**src/rtl/mux_reg_arbiter_if.sv**
```systemverilog
// Handshake bundle between two producers, the mux/register arbiter and one consumer.
// The slave modport is the arbiter's view. The master modport is the surrounding logic's view.
interface mux_reg_arbiter_if #(
  parameter int WIDTH = 8
);
  logic             req0_valid;
  logic [WIDTH-1:0] req0_data;
  logic             req0_ready;
  logic             req1_valid;
  logic [WIDTH-1:0] req1_data;
  logic             req1_ready;
  logic             out_valid;
  logic [WIDTH-1:0] out_data;
  logic             out_src;
  logic             out_ready;
  logic             sel;

  modport slave (
    input  req0_valid, req0_data, req1_valid, req1_data, out_ready,
    output req0_ready, req1_ready, out_valid, out_data, out_src, sel
  );

  modport master (
    output req0_valid, req0_data, req1_valid, req1_data, out_ready,
    input  req0_ready, req1_ready, out_valid, out_data, out_src, sel
  );
endinterface

```
**src/rtl/mux_reg_arbiter.sv**
```systemverilog
// Round-robin 2:1 mux feeding one output register, one cycle of latency; readies drop while full and stalled.
// Defining MUX_ARB_BURST_EN lets the last winner keep ties for up to BURST consecutive beats.
module mux_reg_arbiter #(
  parameter int WIDTH = 8,
  parameter int BURST = 4
) (
  input  logic            clk,
  input  logic            rst,
  mux_reg_arbiter_if.slave bus
);
  typedef enum logic {EMPTY = 1'b0, FULL = 1'b1} state_t;

  state_t           r_state;
  state_t           w_state_nxt;
  logic [WIDTH-1:0] r_data;
  logic             r_src;
  logic             r_last;
  logic             w_valid;
  logic             w_load_en;
  logic             w_tie;
  logic             w_keep;
  logic             w_sel;
  logic             w_accept;

  if (BURST < 1 || BURST > 15) begin : g_burst_range
    $error("mux_reg_arbiter: BURST must be within 1..15");
  end

  assign w_valid   = (r_state == FULL);
  assign w_load_en = !w_valid || bus.out_ready;
  assign w_tie     = bus.req0_valid && bus.req1_valid;

`ifdef MUX_ARB_BURST_EN
  localparam logic [3:0] BURST_L = 4'(BURST);
  logic [3:0] r_cnt;

  // A zero count means no burst is running, so a tie falls back to alternation.
  assign w_keep = (r_cnt != 4'd0) && (r_cnt < BURST_L);

  always_ff @(posedge clk) begin
    if (rst) begin
      r_cnt <= 4'd0;
    end else if (w_load_en) begin
      if (!w_accept)
        r_cnt <= 4'd0;
      else if (w_sel != r_last)
        r_cnt <= 4'd1;
      else if (r_cnt != 4'hF)
        r_cnt <= r_cnt + 4'd1;
    end
  end
`else
  assign w_keep = 1'b0;
`endif

  always_comb begin
    w_sel = r_last;
    if (w_tie)
      w_sel = w_keep ? r_last : !r_last;
    else if (bus.req0_valid)
      w_sel = 1'b0;
    else if (bus.req1_valid)
      w_sel = 1'b1;
  end

  assign w_accept = w_load_en && !rst && (w_sel ? bus.req1_valid : bus.req0_valid);

  always_ff @(posedge clk) begin
    if (rst)
      r_state <= EMPTY;
    else
      r_state <= w_state_nxt;
  end

  always_comb begin
    w_state_nxt = r_state;
    if (w_accept)
      w_state_nxt = FULL;
    else if (w_valid && bus.out_ready)
      w_state_nxt = EMPTY;
  end

  always_comb begin
    bus.out_valid  = w_valid;
    bus.sel        = w_sel;
    bus.req0_ready = w_accept && !w_sel;
    bus.req1_ready = w_accept && w_sel;
  end

  always_ff @(posedge clk) begin
    if (rst) begin
      r_data <= '0;
      r_src  <= 1'b0;
      r_last <= 1'b1;
    end else if (w_accept) begin
      r_data <= w_sel ? bus.req1_data : bus.req0_data;
      r_src  <= w_sel;
      r_last <= w_sel;
    end
  end

  assign bus.out_data = r_data;
  assign bus.out_src  = r_src;
endmodule

```
**src/flat_wrapper.sv**
```systemverilog
// flat-port wrapper written by rule: the top's interface ports become plain ports
module mux_reg_arbiter_flat 
#(
  parameter int WIDTH = 8,
  parameter int BURST = 4
)
  (clk, rst, bus_req0_valid, bus_req0_data, bus_req1_valid, bus_req1_data, bus_out_ready, bus_req0_ready, bus_req1_ready, bus_out_valid, bus_out_data, bus_out_src, bus_sel);
  mux_reg_arbiter_if #(.WIDTH(WIDTH)) bus_i ();
  input  logic clk;
  input  logic rst;
  input wire logic [$bits(bus_i.req0_valid)-1:0] bus_req0_valid;
  input wire logic [$bits(bus_i.req0_data)-1:0] bus_req0_data;
  input wire logic [$bits(bus_i.req1_valid)-1:0] bus_req1_valid;
  input wire logic [$bits(bus_i.req1_data)-1:0] bus_req1_data;
  input wire logic [$bits(bus_i.out_ready)-1:0] bus_out_ready;
  output wire logic [$bits(bus_i.req0_ready)-1:0] bus_req0_ready;
  output wire logic [$bits(bus_i.req1_ready)-1:0] bus_req1_ready;
  output wire logic [$bits(bus_i.out_valid)-1:0] bus_out_valid;
  output wire logic [$bits(bus_i.out_data)-1:0] bus_out_data;
  output wire logic [$bits(bus_i.out_src)-1:0] bus_out_src;
  output wire logic [$bits(bus_i.sel)-1:0] bus_sel;
  assign bus_i.req0_valid = bus_req0_valid;
  assign bus_i.req0_data = bus_req0_data;
  assign bus_i.req1_valid = bus_req1_valid;
  assign bus_i.req1_data = bus_req1_data;
  assign bus_i.out_ready = bus_out_ready;
  assign bus_req0_ready = bus_i.req0_ready;
  assign bus_req1_ready = bus_i.req1_ready;
  assign bus_out_valid = bus_i.out_valid;
  assign bus_out_data = bus_i.out_data;
  assign bus_out_src = bus_i.out_src;
  assign bus_sel = bus_i.sel;
  mux_reg_arbiter #(.WIDTH(WIDTH), .BURST(BURST)) u_core (.clk(clk), .rst(rst), .bus(bus_i));
endmodule
```
**config.mk**
```make
export PLATFORM = sky130hd
export DESIGN_NAME = mux_reg_arbiter_flat
export DESIGN_NICKNAME = d
export VERILOG_FILES = /design/src/rtl/mux_reg_arbiter_if.sv /design/src/rtl/mux_reg_arbiter.sv /design/src/flat_wrapper.sv
export SDC_FILE = /design/constraint.sdc
export NUM_CORES = 1
export LEC_CHECK = 0
export CORE_MARGIN = 4
export CORE_UTILIZATION = 30
export DETAILED_ROUTE_END_ITERATION = 8
export PLACE_DENSITY = 0.7
export SETUP_SLACK_MARGIN = 0.1
export SYNTH_ARGS = -nofsm -noshare
export SYNTH_HDL_FRONTEND = slang
export SYNTH_SLANG_ARGS = --single-unit
```
**constraint.sdc**
```tcl
create_clock -name clk -period 1.81 [get_ports clk]
set_input_delay 0.2715 -clock clk [delete_from_list [all_inputs] [get_ports clk]]
set_output_delay 0.2715 -clock clk [all_outputs]
set_load 0.03 [all_outputs]
```
==> results of run 1 <==
worst max-delay path: stages:
cell and delay (ns):
clkdlybuf4s50_1 0.51, a21o_1 0.24, inv_2 0.06, nor2_1 0.10
buf_4 0.17
final timing paths:
check,slack (ns),startpoint,to
worst max-delay path,0.18,bus_req0_valid,bus_req0_ready
worst min-delay path,0.46,u_core.bus.out_data[1]$_SDFFE_PP0P_,u_core.bus.out_data[1]$_SDFFE_PP0P_
worst max register to register,0.57,u_core.r_last$_SDFFE_PP1P_,u_core.bus.out_data[7]$_SDFFE_PP0P_
worst min register to register,0.46,u_core.bus.out_data[1]$_SDFFE_PP0P_,u_core.bus.out_data[1]$_SDFFE_PP0P_
through the flow:
| step | total power [uW] | std cells | setup WS [ns] | hold WS (ns) |
|---|---|---|---|---|
| after floorplan | 415 | 51 | 0.332 | 0.341 |
| after global placement | 525 | 102 | 0.191 | 0.448 |
| after detailed placement | 529 | 102 | 0.161 | 0.454 |
| after CTS | 696 | 106 | 0.172 | 0.464 |
| after global routing | 730 | 107 | 0.101 | 0.486 |
| final | 692 | 107 | 0.183 | 0.460 |
cell type report:
class / count / share of cell area (%)
tap: 16 / 2.28
multi-input combinational: 35 / 26.9
inverter: 2 / 0.855
sequential: 11 / 25.1
clock buffer: 4 / 2.99
timing repair buffer: 39 / 41.9
logic make-up (layout without fill, tap and decap cells):
family                 Yosys count  count (layout)
AND/OR/NAND/NOR                 14              14
buffers and inverters            5              45
AO/OA/AOI/OAI                   12              12
multiplexers                     9               9
flip-flops                      11              11
cells in the final DEF, fill, tap and decap left out:
cell type / count
a211o_1: 1
a21o_1: 1
a21oi_1: 1
buf_4: 9
clkbuf_1: 1
clkbuf_4: 3
clkdlybuf4s50_1: 30
dfxtp_1: 11
inv_2: 2
mux2i_1: 9
nand2b_1: 1
nand3_1: 8
nor2_1: 4
nor2_4: 1
o211ai_2: 1
o21ai_1: 8
flip-flops by register name, indices dropped and copies added (netlist names):
name / cells
u_core.bus.out_valid: 1
u_core.r_last: 1
u_core.bus.out_src: 1
u_core.bus.out_data: 8
power breakdown:
group	internal, uW	leakage [uW]	switching, uW
Sequential	267	0.0000914	12.3
Combinational	125	0.000266	120
Clock	85.3	0.0000150	82.3
Total	477	0.000373	215
per-layer routing:
| metal | global-route usage, % | vias up | part of all wire (%) |
|---|---|---|---|
| li1 | - | 263 | - |
| met1 | 13.5 | 209 | 43 |
| met2 | 15.9 | 24 | 41 |
| met3 | 6.13 | 4 | 13 |
| met4 | 8.07 | 0 | 2.4 |
| met5 | 0 | - | 0 |
timing repair:
action	4_1_cts	5_1_grt
setup buffers	0	1
setup endpoints to repair	0	1
hold buffers	0	0
==> qor.csv, run 1 <==
stage,metric,value,unit
worst_hold_path,worst hold path type,flip-flop to flip-flop,
routing,via density per instance,4.67,
layout,area growth from synthesis to layout,78.6,%
timing,final slew viol count,0,
synth,synth warn,0,
timing,Final min period,1.63,ns
placed_design,gp weighted congestion,0.767,
timing,Hold Fails Final Rpt,0,
floorplan,top-level port count,34,
cts,Root Buffer,clkbuf_4,
layout,FF/Latch Area,220,sq um
placed_design,DP Wirelength,987,um
synth,Synth Net Count,72,
global_route,initial antenna violation count,0,
routing,Initial DRT Pass Iterations,2,
routing,Post-route DRC,0,
synth,Synth Area in Simple Gates,14.8,%
run_status,status,finished clean,
timing,Layout Skew,0.00299,ns
power_and_ir_drop,total power divided by cell area,788,nW/um^2
cts,H-tree lvl count,1,
synth,Yosys top cell by area,dfxtp_1,
synth,Commonest cells post-synth,"11 x dfxtp_1, 9 x mux2i_1, 8 x nand3_1, 8 x o21ai_1, 4 x nor2_1",
synth,largest family of logic cells by synthesized area,multiplexers,
critical_path,critical path type,primary input to primary output,
synth,mean post-synth cell area,9.64,sq um
floorplan,num rows,14,
power_and_ir_drop,LEAKAGE,0.000373,uW
global_route,GRT overflow,0,
routing,Initial DRC Count,1,
layout,number of nets in the layout,113,
cts,CTS Buf Count,3,
timing,Worst-Margin Slew,0.386,ns
cts,# clock sinks,11,
timing,Final setup viols,0,
worst_hold_path,WHS Path Cells,2,
layout,area of the multi-input gates,236,sq um
timing,final worst-path cycle share,89.9,%
floorplan,initial core utilization,32.3,%
routing,Vias,500,
floorplan,Die ar.,2350,sq um
synth,most common cell in the netlist,dfxtp_1,
synth,Mapped Area,492,sq um
global_route,vias in the first global route,458,
floorplan,CORE AREA,1520,sq um
critical_path,CP startpoint kind,primary input,
floorplan,Die Height,48.5,um
critical_path,worst-path maximum fanout,4,
cts,PostCTS Resize Cnt,0,
cts,CTS tree,done,
cts,Max Buffers Root-to-Sink,2,
routing,antenna-violating nets left,0,
routing,final WL,1250,um
synth,"flops & latches, synth",11,
synth,synth unique cells,14,
synth,Cells after Synth,51,
routing,WL per Instance,11.6,um
layout,fin util,57.6,%
global_route,global-route wire length before repair,2160,um
power_and_ir_drop,peak supply drop,382,uV
layout,cell area after layout,878,sq um
timing,Max Clock Freq,0.615,GHz
timing,Rel. slew slack,74.2,%
placed_design,port bufs,33,
layout,diodes inserted,0,
layout,Fillers,146,
synth,Post-synth EDFFs,0,
global_route,Global Route Usage Sum,11.5,%
critical_path,arrival time at the worst endpoint,1.36,ns
flow_run,max-cap viol count,0,
synth,Synth area leaders,"dfxtp_1 45%, mux2i_1 18%, nand3_1 8.1%",
critical_path,cell count of the worst reg-to-reg path,6,
synth,Yosys top cell area share,44.8,%
global_route,largest net degree at the start of global routing,11,
critical_path,CP required,1.54,ns
synth,XOR/XNOR Fraction of Synth Area,0,%
layout,layout cells sized above 1,17.6,%
synth,mux contribution to synthesized area,18.3,%
timing,RSZ-0062 raised after global routing,false,
synth,"FFs w/ async S/R, synth",0,%
timing,Setup TNS Final,0,ns
synth,Synth Area in Compound Gates,15.0,%
synth,Adder-Cell Fraction of Synth Area,0,%
floorplan,chip width,48.5,um
synth,"Primary FF master, synth",dfxtp_1,
placed_design,placed inst area,845,sq um
cts,Clock Latency Late Sink,0.27,ns
synth,register area share after synthesis,44.8,%
cts,clk slew on worst S/H paths,0.07,ns
critical_path,Crit. End Element,primary output,
No activity file was read; power rests on OpenSTA's default activity.
==> inputs of run 2 (changes only) <==
--- a/config.mk
+++ b/config.mk
@@ -6,9 +6,9 @@
 export NUM_CORES = 1
 export LEC_CHECK = 0
 export CORE_MARGIN = 4
-export CORE_UTILIZATION = 30
+export CORE_UTILIZATION = 35
 export DETAILED_ROUTE_END_ITERATION = 8
-export PLACE_DENSITY = 0.7
+export PLACE_DENSITY = 0.8
 export SETUP_SLACK_MARGIN = 0.1
 export SYNTH_ARGS = -nofsm -noshare
 export SYNTH_HDL_FRONTEND = slang
==> run 2 against run 1 <==
  * Critical path depth unchanged
  * Cell area increased by 0.14%
  * Count of clock-buffer cells in the layout decreased by 1
  * Setup slack got worse by 0.017 ns
  * Die area decreased by 12%
  * Flip-flop and latch count unchanged
  * Critical path type unchanged
  * Largest power group unchanged
==> qor.csv, run 2 (same netlist as run 1, synthesis figures left out) <==
stage,metric,value,unit
layout,"commonest non-fill, non-tap cells in the layout","29 x clkdlybuf4s50_1, 11 x dfxtp_1, 9 x mux2i_1",
critical_path,Crit. End Element,primary output,
critical_path,Crit path max-delay family,buffers and inverters,
timing,Layout Skew,0.00756,ns
critical_path,slowest CP cell,clkdlybuf4s50_1,
layout,Finished Layout Cells,105,
layout,FF/Latch Area,220,sq um
routing,Post-route DRC,0,
layout,area of the multi-input gates,239,sq um
placed_design,port bufs,33,
run_status,status,finished clean,
cts,clk slew on worst S/H paths,0.08,ns
critical_path,worst-path maximum fanout,6,
routing,WL per Instance,11.9,um
placed_design,gp weighted congestion,0.682,
cts,Root Buffer,clkbuf_4,
global_route,GRT overflow,0,
power_and_ir_drop,Pwr Total,693,uW
layout,layout cells sized above 1,18.9,%
cts,H-tree lvl count,1,
layout,"most common cell after layout, fill and taps aside",clkdlybuf4s50_1,
timing,Setup TNS Final,0,ns
timing,Final min period,1.64,ns
critical_path,crit path cell chain,clkdlybuf4s50_1 > inv_2 > o211ai_2 > nor2_4 > buf_4,
placed_design,placed insts,101,
power_and_ir_drop,peak supply drop,443,uV
critical_path,critical path type,primary input to primary output,
cts,CTS Buf Count,3,
routing,via density per instance,4.72,
critical_path,Worst Path Buf+Inv,3,
critical_path,CP startpoint kind,primary input,
global_route,largest net degree at the start of global routing,13,
global_route,global-route wire length before repair,1830,um
routing,final WL,1250,um
floorplan,num rows,13,
timing,Final setup viols,0,
critical_path,"slowest stage delay, CP",0.49,ns
cts,Max Buffers Root-to-Sink,2,
layout,diodes inserted,0,
timing,final worst-path cycle share,90.8,%
routing,antenna-violating nets left,0,
flow_run,max-cap viol count,0,
global_route,vias in the first global route,441,
routing,Initial DRT Pass Iterations,4,
critical_path,cell count of the worst reg-to-reg path,5,
layout,area growth from synthesis to layout,78.9,%
layout,number of nets in the layout,112,
floorplan,top-level port count,34,
cts,CTS tree,done,
timing,Hold Slack,0.369,ns
global_route,Global Route Usage Sum,12.4,%
critical_path,Crit path depth,5,
floorplan,initial core utilization,37.3,%
power_and_ir_drop,total power divided by cell area,787,nW/um^2
placed_design,DP Wirelength,1030,um
layout,Fillers,108,
timing,Worst-Margin Slew,0.428,ns
floorplan,chip width,45.5,um
layout,max reg flops,8,
critical_path,CP required,1.54,ns
floorplan,Die ar.,2070,sq um
cts,buffer count from post-CTS setup fixing,0,
cts,# clock sinks,11,
timing,Hold Fails Final Rpt,0,
floorplan,CORE AREA,1320,sq um
timing,final slew viol count,0,
worst_hold_path,worst hold path type,primary input to flip-flop,
power_and_ir_drop,LEAKAGE,0.000380,uW
routing,Initial DRC Count,1,
floorplan,Die Height,45.5,um
critical_path,arrival time at the worst endpoint,1.37,ns
worst_hold_path,WHS Path Cells,3,
timing,RSZ-0062 raised after global routing,true,
timing,Rel. slew slack,71.4,%
global_route,initial antenna violation count,0,
timing,Max Clock Freq,0.608,GHz
cts,Clock Latency Late Sink,0.27,ns
routing,Vias,496,
run 2: cell types whose count changed in the layout (fill, tap and decap cells not counted), sizes merged:
cell,previous run,this run
clkbuf,4,3
buf,9,8
dlymetal6s2s,0,1
clkdlybuf4s50,30,29
clkinv,0,1
run 2: worst register-to-register path, stage by stage, from the launching register on:
cell and delay (ns):
dfxtp_1 0.33, nor2_1 0.10, a21o_1 0.19, buf_4 0.21, mux2i_1 0.24, o21ai_1 0.08
run 2: final timing paths:
kind | start | to | slack (ns)
setup / recovery | rst | bus_req1_ready | 0.17
hold / removal | bus_req1_valid | u_core.bus.out_valid$_SDFFE_PP0P_ | 0.37
setup reg to reg | u_core.r_last$_SDFFE_PP1P_ | u_core.bus.out_data[5]$_SDFFE_PP0P_ | 0.54
hold reg to reg | u_core.bus.out_data[1]$_SDFFE_PP0P_ | u_core.bus.out_data[1]$_SDFFE_PP0P_ | 0.46
run 2: layout make-up:
cell class                 instances  share of cell area, %
clock buffer                       3                   2.56
multi-input combinational         35                   27.2
inverter                           2                  0.853
tap                               15                   2.13
sequential                        11                   25.0
clock inverter                     1                  0.569
timing repair buffer              38                   41.7
run 2: power breakdown:
group          internal (uW)  total (uW)  switching [uW]
logic                    123         244             121
clock network           81.8         169            87.3
registers                267         279            12.1
total                    472         693             221
run 2: layer usage:
metal,part of all wire [%],vias to the layer above,routed length (um),track usage (%)
met3,12,4,152,2.77
met4,2.8,0,35,10.5
met1,43,207,540,15.5
met5,0,-,0,0
li1,-,260,-,-
met2,42,25,519,17.8
run 2: what timing repair did:
| item | 4_1_cts | 5_1_grt |
|---|---|---|
| setup endpoints to repair | 0 | 1 |
| hold buffers | 0 | 0 |
| gates resized for setup | 0 | 3 |
run 2: stage by stage:
step,instance area (sq um),setup WS (ns),util [%]
finish,880,0.166,66.8
floorplan,492,0.332,-
global placement,843,0.170,64.0
global route,880,0.0996,66.8
CTS,871,0.153,66.1
detailed placement,843,0.119,64.0
==> inputs of run 3 (changes only) <==
--- a/config.mk
+++ b/config.mk
@@ -5,8 +5,10 @@
 export SDC_FILE = /design/constraint.sdc
 export NUM_CORES = 1
 export LEC_CHECK = 0
+export ABC_CLOCK_PERIOD_IN_PS = 1810
 export CORE_MARGIN = 4
 export CORE_UTILIZATION = 35
+export CTS_CLUSTER_SIZE = 28
 export DETAILED_ROUTE_END_ITERATION = 8
 export PLACE_DENSITY = 0.8
 export SETUP_SLACK_MARGIN = 0.1
==> results of run 3 <==
Same layout as run 2: the final DEF is identical, and so are final timing and power.
